`src/rtl/game_tick_gen.sv`:
```
`default_nettype none
// ============================================================================
// Module      : game_tick_gen
// Description : Programmable-period game update strobe with speed levels,
//               pause, restart and a half-rate blink toggle.
// Revision    : 1.0 - initial release
// ============================================================================
module game_tick_gen #(
    parameter int CNT_W       = 24,
    parameter int BASE_PERIOD = 12500000,
    parameter int STEP        = 1000000,
    parameter int NUM_LEVELS  = 8,
    parameter int LVL_W       = 3
) (
    input  logic             clk,
    input  logic             rst,
    input  logic             en,
    input  logic             restart,
    input  logic             speed_up,
    input  logic             speed_clr,
    output logic             tick,
    output logic             blink,
    output logic [LVL_W-1:0] level,
    output logic             at_max
);

    localparam logic [CNT_W-1:0] c_base    = CNT_W'(BASE_PERIOD);
    localparam logic [CNT_W-1:0] c_step    = CNT_W'(STEP);
    localparam logic [CNT_W-1:0] c_one     = CNT_W'(1);
    localparam logic [LVL_W-1:0] c_max_lvl = LVL_W'(NUM_LEVELS - 1);

    logic [CNT_W-1:0] r_cnt;
    logic             r_tick;
    logic             r_blink;
    logic [LVL_W-1:0] r_level;
    logic             r_at_max;

    logic [CNT_W-1:0] w_period;
    logic [CNT_W-1:0] w_term;
    logic             w_wrap;
    logic [LVL_W-1:0] w_level_nxt;

    // Period tracks the registered level, so a level change lands on the next edge.
    assign w_period = c_base - (CNT_W'(r_level) * c_step);
    assign w_term   = w_period - c_one;
    assign w_wrap   = en && (r_cnt >= w_term);

    always_comb begin
        w_level_nxt = r_level;
        if (speed_clr) begin
            w_level_nxt = '0;
        end else if (speed_up && (r_level < c_max_lvl)) begin
            w_level_nxt = r_level + LVL_W'(1);
        end
    end

    always_ff @(posedge clk) begin
        if (rst) begin
            r_cnt   <= '0;
            r_tick  <= 1'b0;
            r_blink <= 1'b0;
        end else if (restart) begin
            r_cnt   <= '0;
            r_tick  <= 1'b0;
        end else if (w_wrap) begin
            r_cnt   <= '0;
            r_tick  <= 1'b1;
            r_blink <= ~r_blink;
        end else if (en) begin
            r_cnt   <= r_cnt + c_one;
            r_tick  <= 1'b0;
        end else begin
            r_tick  <= 1'b0;
        end
    end

    always_ff @(posedge clk) begin
        if (rst) begin
            r_level  <= '0;
            r_at_max <= 1'b0;
        end else begin
            r_level  <= w_level_nxt;
            r_at_max <= (w_level_nxt == c_max_lvl);
        end
    end

    assign tick   = r_tick;
    assign blink  = r_blink;
    assign level  = r_level;
    assign at_max = r_at_max;

endmodule
`default_nettype wire

```
`config.mk`:
```
export PLATFORM = sky130hd
export DESIGN_NAME = game_tick_gen
export DESIGN_NICKNAME = d
export VERILOG_FILES = /design/src/rtl/game_tick_gen.sv
export SDC_FILE = /design/constraint.sdc
export NUM_CORES = 1
export LEC_CHECK = 0
export BUFFER_PORTS_ARGS = -buffer_cell sky130_fd_sc_hd__clkbuf_2
export CORE_UTILIZATION = 61
export CTS_CLUSTER_DIAMETER = 50
export DETAILED_ROUTE_END_ITERATION = 7
export GPL_TIMING_DRIVEN = 0
export PLACE_DENSITY = 0.8
export SLEW_MARGIN = 5
export SYNTH_ARGS = -nofsm -noshare
export SYNTH_HDL_FRONTEND = slang
export SYNTH_SLANG_ARGS = --single-unit
```
`constraint.sdc`:
```
create_clock -name clk -period 5 [get_ports clk]
set_input_delay 0 -clock clk [delete_from_list [all_inputs] [get_ports clk]]
set_output_delay 0 -clock clk [all_outputs]
set_load 0.005 [all_outputs]
```
=== Word level (Yosys, flattened, before mapping) ===
Cells that the tools add are included.

* Bits in registers: 30

* $add $sub $neg: 4
* $mul: 1
* Magnitude comparators: 2
* Equal/unequal tests: 1
* Muxes and demuxes: 3
* Bitwise gates (word level): 2
* Reduce and logical (&&, ||, !) cells: 5

{| class="wikitable"
|+ Operators by type and width
! kind !! number
|-
| adder 24 x 1 -> 24 bit, second input constant || 1
|-
| greater-or-equal comparator 24 bit || 1
|-
| subtractor 24 x 1 -> 24 bit, second input constant || 1
|-
| subtractor 24 x 23 -> 24 bit, first input constant || 1
|-
| multiplier 3 x 14 -> 17 bit, second input constant || 1
|-
| 2-to-1 mux 3 bit || 2
|-
| adder 3 x 1 -> 3 bit, second input constant || 1
|-
| equality test 3 bit, second input constant || 1
|-
| < comparator 3 bit, second input constant || 1
|-
| OR reduction 3 bit || 1
|-
| logical AND 1 bit || 2
|-
| NOT 1 bit || 2
|-
| AND reduction 2 bit || 1
|-
| OR reduction 2 bit || 1
|-
| 2-to-1 mux 1 bit || 1
|}

=== Longest topological paths before layout ===
Gate-level depths: netlist of run 1.

* Depth after elaboration: 6
* Gate-level depth with buffers: 19
* Depth with buffers taken out: 18

=== Least setup slack after synthesis of run 1 ===
Ideal clock, no wire load.

* Path type: reg-to-reg
* Start: register r_level[0] (netlist: level[0])
* End: register r_cnt[13]
* Library setup time: 0.117 ns
* Data arrival time: 3.798 ns
* Setup slack: 1.085 ns
* Stages on the path, launching flop included: 20
* Cell sequence: dfxtp_1 > inv_1 > ha_1 > ha_1 > inv_1 > fa_1 > inv_1 > a21oi_1 > o21bai_1 > xor2_1 > nand3_1 > xnor2_1 > ha_1 > and4_1 > nand4_1 > a2111oi_2 > o31ai_2 > nand2_1 > buf_2 > nor2_1

* Longest elaborated chain between the ends: 6

{| class="wikitable"
|+ RTL lines
! what !! RTL line !! source
|-
| start, declared || 35 || <nowiki>logic [LVL_W-1:0] r_level;</nowiki>
|-
| start signal, assigned || 82 || <nowiki>r_level <= w_level_nxt;</nowiki>
|-
| multiplier 3 x 14 -> 17 bit || 44 || <nowiki>assign w_period = c_base - (CNT_W'(r_level) * c_step);</nowiki>
|-
| subtractor 24 x 23 -> 24 bit || 44 ||
|-
| subtractor 24 x 1 -> 24 bit || 45 || <nowiki>assign w_term = w_period - c_one;</nowiki>
|-
| greater-or-equal comparator 24 bit || 46 || <nowiki>assign w_wrap = en && (r_cnt >= w_term);</nowiki>
|-
| logical AND 1 bit || 46 ||
|-
| OR reduction 3 bit (no source line) || - ||
|-
| end signal, assigned || 70 || <nowiki>r_cnt <= r_cnt + c_one;</nowiki>
|-
| end, declared || 32 || <nowiki>logic [CNT_W-1:0] r_cnt;</nowiki>
|}

Every way passes these cells.
A chain may end at the register's enable or synchronous reset.

=== Final worst setup path of run 1 ===
* Start: register r_level[0] (netlist: level[0])
* End: register r_cnt[4]

The elaborated chain is that of the path after synthesis.

==> flow_metrics.py, run 1 <==
metrics = {
    "synth": {
        "syn_area_um2": 2076,
        "synthArstFlopShare_pct": 0,
        "synthesis.nets": 274,
        "synth_top_area_share_pct": 28.93,
        "synth.avg_cell_area_um2": 8.947,
        "synth.area.top_cells": "dfxtp_1 (29%), ha_1 (20%), xor2_1 (9.7%)",
        "syn_inst": 232,
        "synth_edf_count": 0,
        "yosys_warnings": 0,
        "synth-main-ff-cell": "dfxtp_1",
        "ys_types": 33,
        "synth_seq_area_share_pct": 28.93,
        "yosysTopAreaCell": "dfxtp_1",
        "ys_ff_latch": 30,
    },
    "timing": {
        "maxSlewViolCount": 0,
        "period_needed_ns": 4.593,
        "rsz0062_at_grt": "no",
        "max_freq_mhz": 217.7,
        "clock_skew_ns": 0.01196,
        "tightestPinTransition_ns": 0.4482,
        "fin_ws_ns": 0.4075,
        "setup_viol": 0,
        "tns_ns": 0,
        "slew_headroom_pct": 70.08,
        "fin_crit_sh_pct": 91.85,
        "final-hold-violation-count": 0,
    },
    "global_route": {
        "track_usage_pct": 24.27,
        "grt_pass1_wl_um": 6548,
        "grt.overflow.total": 0,
        "grt_max_degree": 13,
        "grt_pass1_vias": 1547,
        "antenna_found_initial": 0,
    },
    "critical_path": {
        "cpMaxStageDelayCell": "dfxtp_1",
        "critPathKind": "register to register",
        "cp_cell_sequence": "inv_1, ha_1, ha_1, inv_1, fa_1, inv_1, a21oi_1, o21bai_1, xor2_1, nand3_1, xnor2_1, ha_1, and4_1, nand4_1, a2111oi_2, o31ai_2, nand2_1, buf_2, nor2_1",
        "crit_path_start_kind": "register",
        "end_kind": "register",
        "crit_arrival_ns": 4.81,
        "cp_data_required_time_ns": 5.21,
        "critPathMaxFanout": 12,
        "rrSetupSlack_ns": 0.41,
        "cp_slowest_stage_delay_ns": 0.61,
    },
    "die": {
        "ioPinCount": 12,
        "rows": 20,
        "die_area_um2": 3640,
        "fp.dieW_um": 60.34,
        "core_um2": 3128,
        "start_util_pct": 66.36,
        "die_height_um": 60.34,
    },
    "power_and_ir_drop": {
        "power_frac_seq_pct": 53.1,
        "swShare_pct": 23.26,
        "clock_power_share_pct": 39.6,
        "p_int_uw": 349.9,
        "power_frac_comb_pct": 7.3,
        "p_leak_nw": 1.013,
        "ir_drop_mv": 0.1653,
        "p_switching_uw": 106.1,
        "power_density_nw_per_um2": 198.3,
    },
    "route": {
        "first_pass_iters": 4,
        "wl_per_cell_um": 13.69,
        "via_per_inst": 5.493,
        "drc": 0,
        "via_count": 1637,
        "routed_wl_um": 4081,
        "detail-route-antenna-nets": 0,
        "drt_iter0_drc": 80,
    },
    "cells_and_area": {
        "final_nets": 295,
        "drive_gt1_share_pct": 11.42,
        "n_antenna_cell": 0,
        "syn_to_final_growth_pct": 10.79,
    },
    "flow_run": {
        "drv_cap": 0,
    },
    "placed_design": {
        "globalplace.congestion": 0.8727,
        "post-dp-hpwl_um": 2952,
        "dp_slack_ns": 0.4522,
        "io_buffers": 10,
    },
    "clock_network": {
        "clockBufferDepth": 2,
        "cts_setup_buffers": 0,
        "clkSinkCount": 30,
        "ctsResizeCount": 0,
        "cts_tree": "yes",
        "cts_max_level": 2,
        "cts.clk_slew.worst_paths_ns": 0.10,
        "insertion_delay_ns": 0.33,
        "root_buffer": "clkbuf_4",
        "cts_made_buffers": 5,
    },
    "min_path": {
        "holdCritPathClass": "input pin to register",
    },
    "run_status": {
        "status": "finished clean",
    },
}
==> worst paths after layout <==
check / cells past startpoint / to / from
setup reg to reg: 19 / r_cnt[4] / level[0]
setup / recovery: 19 / r_cnt[4] / level[0]
hold / removal: 4 / level[0] / speed_up
hold reg to reg: 2 / blink / blink
==> cells in the mapped netlist, types with 4 or more instances <==
cell	instances
ha_1	33
dfxtp_1	30
xor2_1	23
and4_1	4
nor3_1	5
a21o_1	4
nor2_1	33
nand3_1	5
a21oi_1	12
inv_1	10
xnor2_1	11
nand4_1	13
nand2_1	16
==> final cells by class <==
type / count / area (um2)
Buffer: 4 / 20.02
Clock buffer: 8 / 78.83
Fill cell: 237 / 828.3
Inverter: 10 / 37.54
Multi-Input combinational cell: 188 / 1418
Sequential cell: 30 / 600.6
Tap cell: 44 / 55.05
Timing Repair Buffer: 14 / 90.09
==> routing by layer <==
layer  global-route usage (%)  vias up  part of all wire [%]  routed length [um]
li1                         -      852                     -                   -
met1                    29.63      768                    47                1925
met2                    43.33       12                    50                2034
met3                    5.117        5                   1.9                  78
met4                    5.980        0                   1.0                  42
met5                        0        -                     0                   0
==> repair_timing <==
action	in CTS	in global routing
hold buffers	4	0
endpoints found under the setup margin	0	0
hold endpoints to repair	6	0
==> registers in the layout, indices dropped and copies added, names as in the netlist <==
name    count
r_cnt      24
level       3
at_max      1
blink       1
tick        1
==> power by group through the flow <==
stage          clock network (mW)  registers [mW]  logic [mW]
2_1_floorplan                   0           0.247      0.0213
3_3_place_gp                    0           0.248      0.0297
3_5_place_dp                    0           0.248      0.0305
4_1_cts                     0.186           0.242      0.0328
5_1_grt                     0.198           0.243      0.0370
6_report                    0.181           0.242      0.0331
==> cell families (layout without fill, tap and decap cells) <==
group                      count (synthesis)  in the layout  share of synthesized area, %
xor gates and xnor gates                  34             34                         14.35
DFF                                       30             30                         28.93
buffers and inverters                     14             36                         2.773
AOI/OAI and AO/OA                         28             28                         9.343
adders and majority gates                 36             36                         22.79
muxes                                      1              1                        0.4822
and+or+nand+nor                           89             89                         21.34
==> metrics by stage <==
stage | area (um2) | total power, mW | util [%] | instances | hold WS (ns)
after floorplan | 2076 | 0.2687 | - | 232 | 0.06907
after global placement | 2181 | 0.2774 | 69.72 | 286 | 0.2160
after detailed placement | 2181 | 0.2783 | 69.72 | 286 | 0.2220
after CTS | 2300 | 0.4615 | 73.52 | 298 | 0.009122
after global routing | 2300 | 0.4777 | 73.52 | 298 | 0.03616
final | 2300 | 0.4559 | 73.52 | 298 | 0.02776
==> layout by cell type, fill, tap and decap left out, types with 5 or more instances in the layout <==
cell type	Yosys	layout
dfxtp_1	30	30
a21oi_1	12	12
clkbuf_2	1	11
nand3_1	5	5
xnor2_1	11	11
ha_1	33	33
nor3_1	5	5
nand2_1	16	16
nand4_1	13	13
clkbuf_4	0	5
xor2_1	23	23
nor2_1	33	33
inv_1	10	10
==> critical path: cells and delay by family (launching register included) <==
| kind | cells | cell delay [ns] |
|---|---|---|
| compound gates | 4 | 0.66 |
| xor+xnor | 2 | 0.42 |
| fa+ha+maj | 4 | 1.34 |
| buf+inv | 4 | 0.63 |
| flops | 1 | 0.61 |
| simple gates | 5 | 0.83 |
Power figures use the tool's default switching activity.
==> run 2, diff against run 1 <==
GPL_TIMING_DRIVEN = not set   (was 0)
==> run 2 against run 1 <==
Against the previous run:
- first-iteration DRC count down 5.0%
- sequential share of layout area up 0.069 points
- non-clock buffer count unchanged
- combinational power down 1%
- cell area about the same
==> flow_metrics.py, run 2 (synthesized netlist as in run 1, its figures left out) <==
metrics = {
    "critical_path": {
        "critPathMaxFanout": 9,
        "cp_data_required_time_ns": 5.28,
        "crit_arrival_ns": 4.89,
        "crit_path_start_kind": "register",
        "end_kind": "register",
        "critPathKind": "register to register",
    },
    "route": {
        "drc": 0,
        "routed_wl_um": 3934,
        "via_per_inst": 5.386,
        "drt_iter0_drc": 76,
        "wl_per_cell_um": 13.20,
        "via_count": 1605,
        "detail-route-antenna-nets": 0,
        "first_pass_iters": 4,
    },
    "power_and_ir_drop": {
        "clock_power_share_pct": 36.2,
        "power_frac_comb_pct": 7.6,
        "ir_drop_mv": 0.1823,
        "swShare_pct": 25.42,
        "power_frac_seq_pct": 56.2,
        "p_leak_nw": 1.008,
        "p_switching_uw": 109.6,
        "p_int_uw": 321.7,
        "power_density_nw_per_um2": 187.7,
    },
    "timing": {
        "setup_viol": 0,
        "tns_ns": 0,
        "max_freq_mhz": 216.6,
        "fin_ws_ns": 0.3836,
        "period_needed_ns": 4.616,
        "hold_ws_ns": 0.04614,
        "slew_headroom_pct": 71.34,
        "rsz0062_at_grt": "no",
        "final-hold-violation-count": 0,
        "fin_crit_sh_pct": 92.33,
        "clock_skew_ns": 0.02028,
        "maxSlewViolCount": 0,
        "tightestPinTransition_ns": 0.4283,
    },
    "cells_and_area": {
        "n_antenna_cell": 0,
        "design_area_um2": 2298,
        "largest_reg_flops": 24,
        "final_nets": 295,
        "layout_common_cells": "nor2_1 (33), ha_1 (33), dfxtp_1 (29)",
        "regMostFlops": "r_cnt",
        "syn_to_final_growth_pct": 10.73,
        "multi_input_area_um2": 1418,
        "fin_cells": 298,
        "fill_cells": 267,
        "drive_gt1_share_pct": 11.02,
        "regArea_um2": 601.8,
    },
    "min_path": {
        "holdCritPathClass": "input pin to register",
    },
    "global_route": {
        "grt_max_degree": 25,
        "track_usage_pct": 23.72,
        "antenna_found_initial": 0,
        "grt.overflow.total": 0,
        "grt_pass1_wl_um": 6354,
        "grt_pass1_vias": 1430,
    },
    "clock_network": {
        "cts_made_buffers": 5,
        "clockBufferDepth": 2,
        "cts_tree": "yes",
        "cts.clk_slew.worst_paths_ns": 0.10,
        "clkSinkCount": 30,
        "cts_setup_buffers": 0,
        "root_buffer": "clkbuf_4",
        "insertion_delay_ns": 0.34,
        "cts_max_level": 2,
    },
    "die": {
        "die_height_um": 60.34,
        "rows": 20,
        "core_um2": 3128,
        "ioPinCount": 12,
        "die_area_um2": 3640,
        "start_util_pct": 66.36,
        "fp.dieW_um": 60.34,
    },
    "flow_run": {
        "drv_cap": 0,
    },
    "placed_design": {
        "post-dp-hpwl_um": 2906,
        "dpl_cell_area_um2": 2173,
        "io_buffers": 11,
        "dp_slack_ns": 0.5531,
        "dp.cells": 284,
        "globalplace.congestion": 0.8065,
    },
    "run_status": {
        "status": "finished clean",
    },
}
[run 2: cell types whose count changed in the layout (fill, tap and decap cells not counted)]
| cell | delta |
|---|---|
| clkbuf_8 | -2 |
| clkinvlp_4 | +1 |
| clkinv_2 | +1 |
| buf_4 | +1 |
| buf_2 | -3 |
| dfxtp_1 | -1 |
| dfxtp_2 | +1 |
| dlygate4sd3_1 | +2 |
[run 2: path summary, 6_finish.rpt]
path	from	end	slack [ns]	depth (start not counted)
max	level[1]	tick	0.38	18
min	en	r_cnt[0]	0.05	3
max reg2reg	level[1]	tick	0.38	18
min reg2reg	blink	blink	0.50	2
[run 2: metrics by stage]
| step | util [%] | power, mW |
|---|---|---|
| 2_1_floorplan | - | 0.2687 |
| 3_3_place_gp | 69.48 | 0.2771 |
| 3_5_place_dp | 69.48 | 0.2777 |
| 4_1_cts | 73.44 | 0.4343 |
| 5_1_grt | 73.48 | 0.4501 |
| 6_report | 73.48 | 0.4313 |
[run 2: area by class of cell]
class                      count  area share (%)
timing repair buffer          18           5.335
clock buffer                   6           2.232
tap                           44           2.395
inverter                      10           1.633
clock inverter                 2          0.5444
sequential                    30           26.18
multi-input combinational    188           61.68
[run 2: power groups by stage]
stage / combinational, mW / clock [mW] / sequential [mW]
floorplan: 0.0213 / 0 / 0.247
global placement: 0.0294 / 0 / 0.248
detailed placement: 0.0298 / 0 / 0.248
CTS: 0.0324 / 0.160 / 0.242
global route: 0.0369 / 0.170 / 0.243
finish: 0.0327 / 0.156 / 0.242
[run 2: worst max-delay path, stage by stage, from the launching register on]
cell           delay [ns]
dfxtp_1              0.53
inv_1                0.25
ha_1                 0.43
ha_1                 0.19
inv_1                0.06
fa_1                 0.39
inv_1                0.07
a21oi_1              0.06
o21bai_1             0.16
xor2_1               0.28
nand3_1              0.14
xnor2_1              0.15
ha_1                 0.29
and4_1               0.23
nand4_1              0.18
a2111oi_2            0.28
o31ai_2              0.13
nor3_1               0.17
dlygate4sd3_1        0.57
[run 2: repair_timing]
item / CTS / global route
resized for setup: 0 / 1
endpoints found under the hold margin: 6 / 0
setup endpoints to repair: 0 / 1
hold buffers: 6 / 0
[run 2: metal layers]
layer / GRT usage [%] / share of wire, %
met1: 32.23 / 51
met2: 36.89 / 46
met3: 5.757 / 1.6
met4: 7.973 / 1.3
met5: 0 / 0
==> run 3, diff against run 2 <==
CORE_UTILIZATION = 63   (was 61)
CTS_BUF_LIST = sky130_fd_sc_hd__clkbuf_2 sky130_fd_sc_hd__clkbuf_4 sky130_fd_sc_hd__clkbuf_8   (was not set)
MAX_ROUTING_LAYER = met4   (was not set)
PLACE_DENSITY = 0.82   (was 0.8)
clock period = 5.3 ns   (was 5 ns; I/O delays follow)
==> run 3 against run 2 <==
Against the previous run:
- via count shrank 0.69%
- fmax increased by 0.30%
- non-clock buffer count decreased by 2
- setup slack improved by 0.31 ns
- global-route usage is 2.9 points higher
- sequential share of layout area rose by 0.19 points
- hold slack better by 0.00069 ns
- critical path depth stayed put
- register-to-register slack better by 0.31 ns
- combinational power decreased by 6%
- sequential power down 5%
- die area decreased by 3.1%
- largest cell class unchanged
- largest power group unchanged
==> flow_metrics.py, run 3 (synthesized netlist as in run 1, its figures left out) <==
metrics = {
    "run_status": {
        "status": "finished clean",
    },
    "critical_path": {
        "critPathMaxFanout": 12,
        "cp_cell_sequence": "inv_1, ha_1, ha_1, inv_1, fa_1, inv_1, a21oi_1, o21bai_1, xor2_1, nand3_1, xnor2_1, ha_1, and4_1, nand4_1, a2111oi_2, o31ai_2, nor3_1, dlygate4sd3_1",
        "critPathKind": "register to register",
        "end_kind": "register",
        "crit_arrival_ns": 4.89,
        "cp_slowest_stage_delay_ns": 0.62,
        "cp_data_required_time_ns": 5.59,
        "cpMaxStageDelayCell": "dfxtp_1",
        "crit_path_start_kind": "register",
    },
    "clock_network": {
        "clockBufferDepth": 2,
        "cts_setup_buffers": 0,
        "clkSinkCount": 30,
        "cts_max_level": 2,
        "root_buffer": "clkbuf_4",
        "ctsHoldBuffers": 4,
        "insertion_delay_ns": 0.34,
        "cts.clk_slew.worst_paths_ns": 0.09,
        "ctsResizeCount": 0,
        "cts_tree": "yes",
        "cts_made_buffers": 5,
    },
    "power_and_ir_drop": {
        "power_frac_comb_pct": 7.5,
        "p_leak_nw": 1.001,
        "clock_power_share_pct": 36.4,
        "power_density_nw_per_um2": 179.0,
        "swShare_pct": 24.35,
        "p_switching_uw": 99.26,
        "finalPower_uw": 407.7,
        "ir_drop_mv": 0.1725,
        "p_int_uw": 308.4,
        "power_frac_seq_pct": 56.1,
    },
    "route": {
        "first_pass_iters": 4,
        "detail-route-antenna-nets": 0,
        "wl_per_cell_um": 13.44,
        "via_count": 1594,
        "routed_wl_um": 3978,
        "drt_iter0_drc": 79,
        "via_per_inst": 5.385,
        "drc": 0,
    },
    "cells_and_area": {
        "syn_to_final_growth_pct": 9.704,
        "design_area_um2": 2277,
        "n_antenna_cell": 0,
        "layout_common_cells": "nor2_1 (33), ha_1 (33), dfxtp_1 (30)",
        "fill_cells": 240,
        "regMostFlops": "r_cnt",
        "drive_gt1_share_pct": 10.71,
        "fin_cells": 296,
        "final_nets": 293,
        "largest_reg_flops": 24,
    },
    "global_route": {
        "grt_max_degree": 25,
        "grt_pass1_wl_um": 6720,
        "track_usage_pct": 26.66,
        "antenna_found_initial": 0,
        "grt.overflow.total": 0,
        "grt_pass1_vias": 1510,
    },
    "timing": {
        "max_freq_mhz": 217.3,
        "clock_skew_ns": 0.009499,
        "rsz0062_at_grt": "no",
        "final-hold-violation-count": 0,
        "maxSlewViolCount": 0,
        "tns_ns": 0,
        "tightestPinTransition_ns": 0.4726,
        "setup_viol": 0,
        "slew_headroom_pct": 68.45,
        "period_needed_ns": 4.603,
        "fin_crit_sh_pct": 86.84,
    },
    "placed_design": {
        "post-dp-hpwl_um": 2959,
        "dp.cells": 284,
        "globalplace.congestion": 0.8397,
        "io_buffers": 11,
        "dpl_cell_area_um2": 2173,
    },
    "die": {
        "start_util_pct": 67.44,
        "ioPinCount": 12,
        "rows": 20,
        "die_area_um2": 3528,
        "fp.dieW_um": 59.40,
        "core_um2": 3078,
        "die_height_um": 59.40,
    },
    "min_path": {
        "holdCritPathClass": "input pin to register",
    },
    "flow_run": {
        "drv_cap": 0,
    },
}
[run 3: area by class of cell]
cell class	instances	area, um2	area share [%]
Tap cell	44	55.05	2.418
Sequential cell	30	600.6	26.37
Clock inverter	1	5.005	0.2198
Clock buffer	7	58.81	2.582
Multi-Input combinational cell	188	1418	62.25
Inverter	10	37.54	1.648
Timing Repair Buffer	16	102.6	4.505
[run 3: worst max-delay path: cells and delay by family (launching register included)]
family,cells,cell delay [ns]
buffers and inverters,4,0.91
AND/OR/NAND/NOR,4,0.67
AO/OA/AOI/OAI,4,0.64
XOR/XNOR,2,0.41
flip-flops,1,0.62
adder cells (fa/ha/maj),4,1.30
[run 3: final timing paths]
kind / cells after the start / from / slack, ns / endpoint
max: 18 / level[0] / 0.70 / tick
min reg2reg: 2 / blink / 0.51 / blink
max reg2reg: 18 / level[0] / 0.70 / tick
min: 4 / speed_up / 0.05 / level[0]
[run 3: per-stage QoR]
| step | setup WS, ns | util [%] | hold slack, ns |
|---|---|---|---|
| 6_report | 0.6974 | 73.98 | 0.04683 |
| 3_3_place_gp | 1.065 | 70.61 | 0.2143 |
| 4_1_cts | 0.6835 | 73.98 | 0.007157 |
| 3_5_place_dp | 0.8967 | 70.61 | 0.2255 |
| 2_1_floorplan | 1.385 | - | 0.06907 |
| 5_1_grt | 0.2580 | 73.98 | 0.05328 |
[run 3: power by group through the flow]
stage                     clock, mW  combinational, mW  sequential [mW]
after floorplan                   0             0.0201            0.233
after global placement            0             0.0281            0.234
after detailed placement          0             0.0287            0.234
after CTS                     0.154             0.0305            0.229
after global routing          0.161             0.0346            0.229
final                         0.148             0.0308            0.229
[run 3: metal layers]
metal	GRT usage, %	part of all wire [%]
met5	-	0
met4	11.56	1.6
met3	5.459	2.3
met2	41.73	46
met1	33.06	50
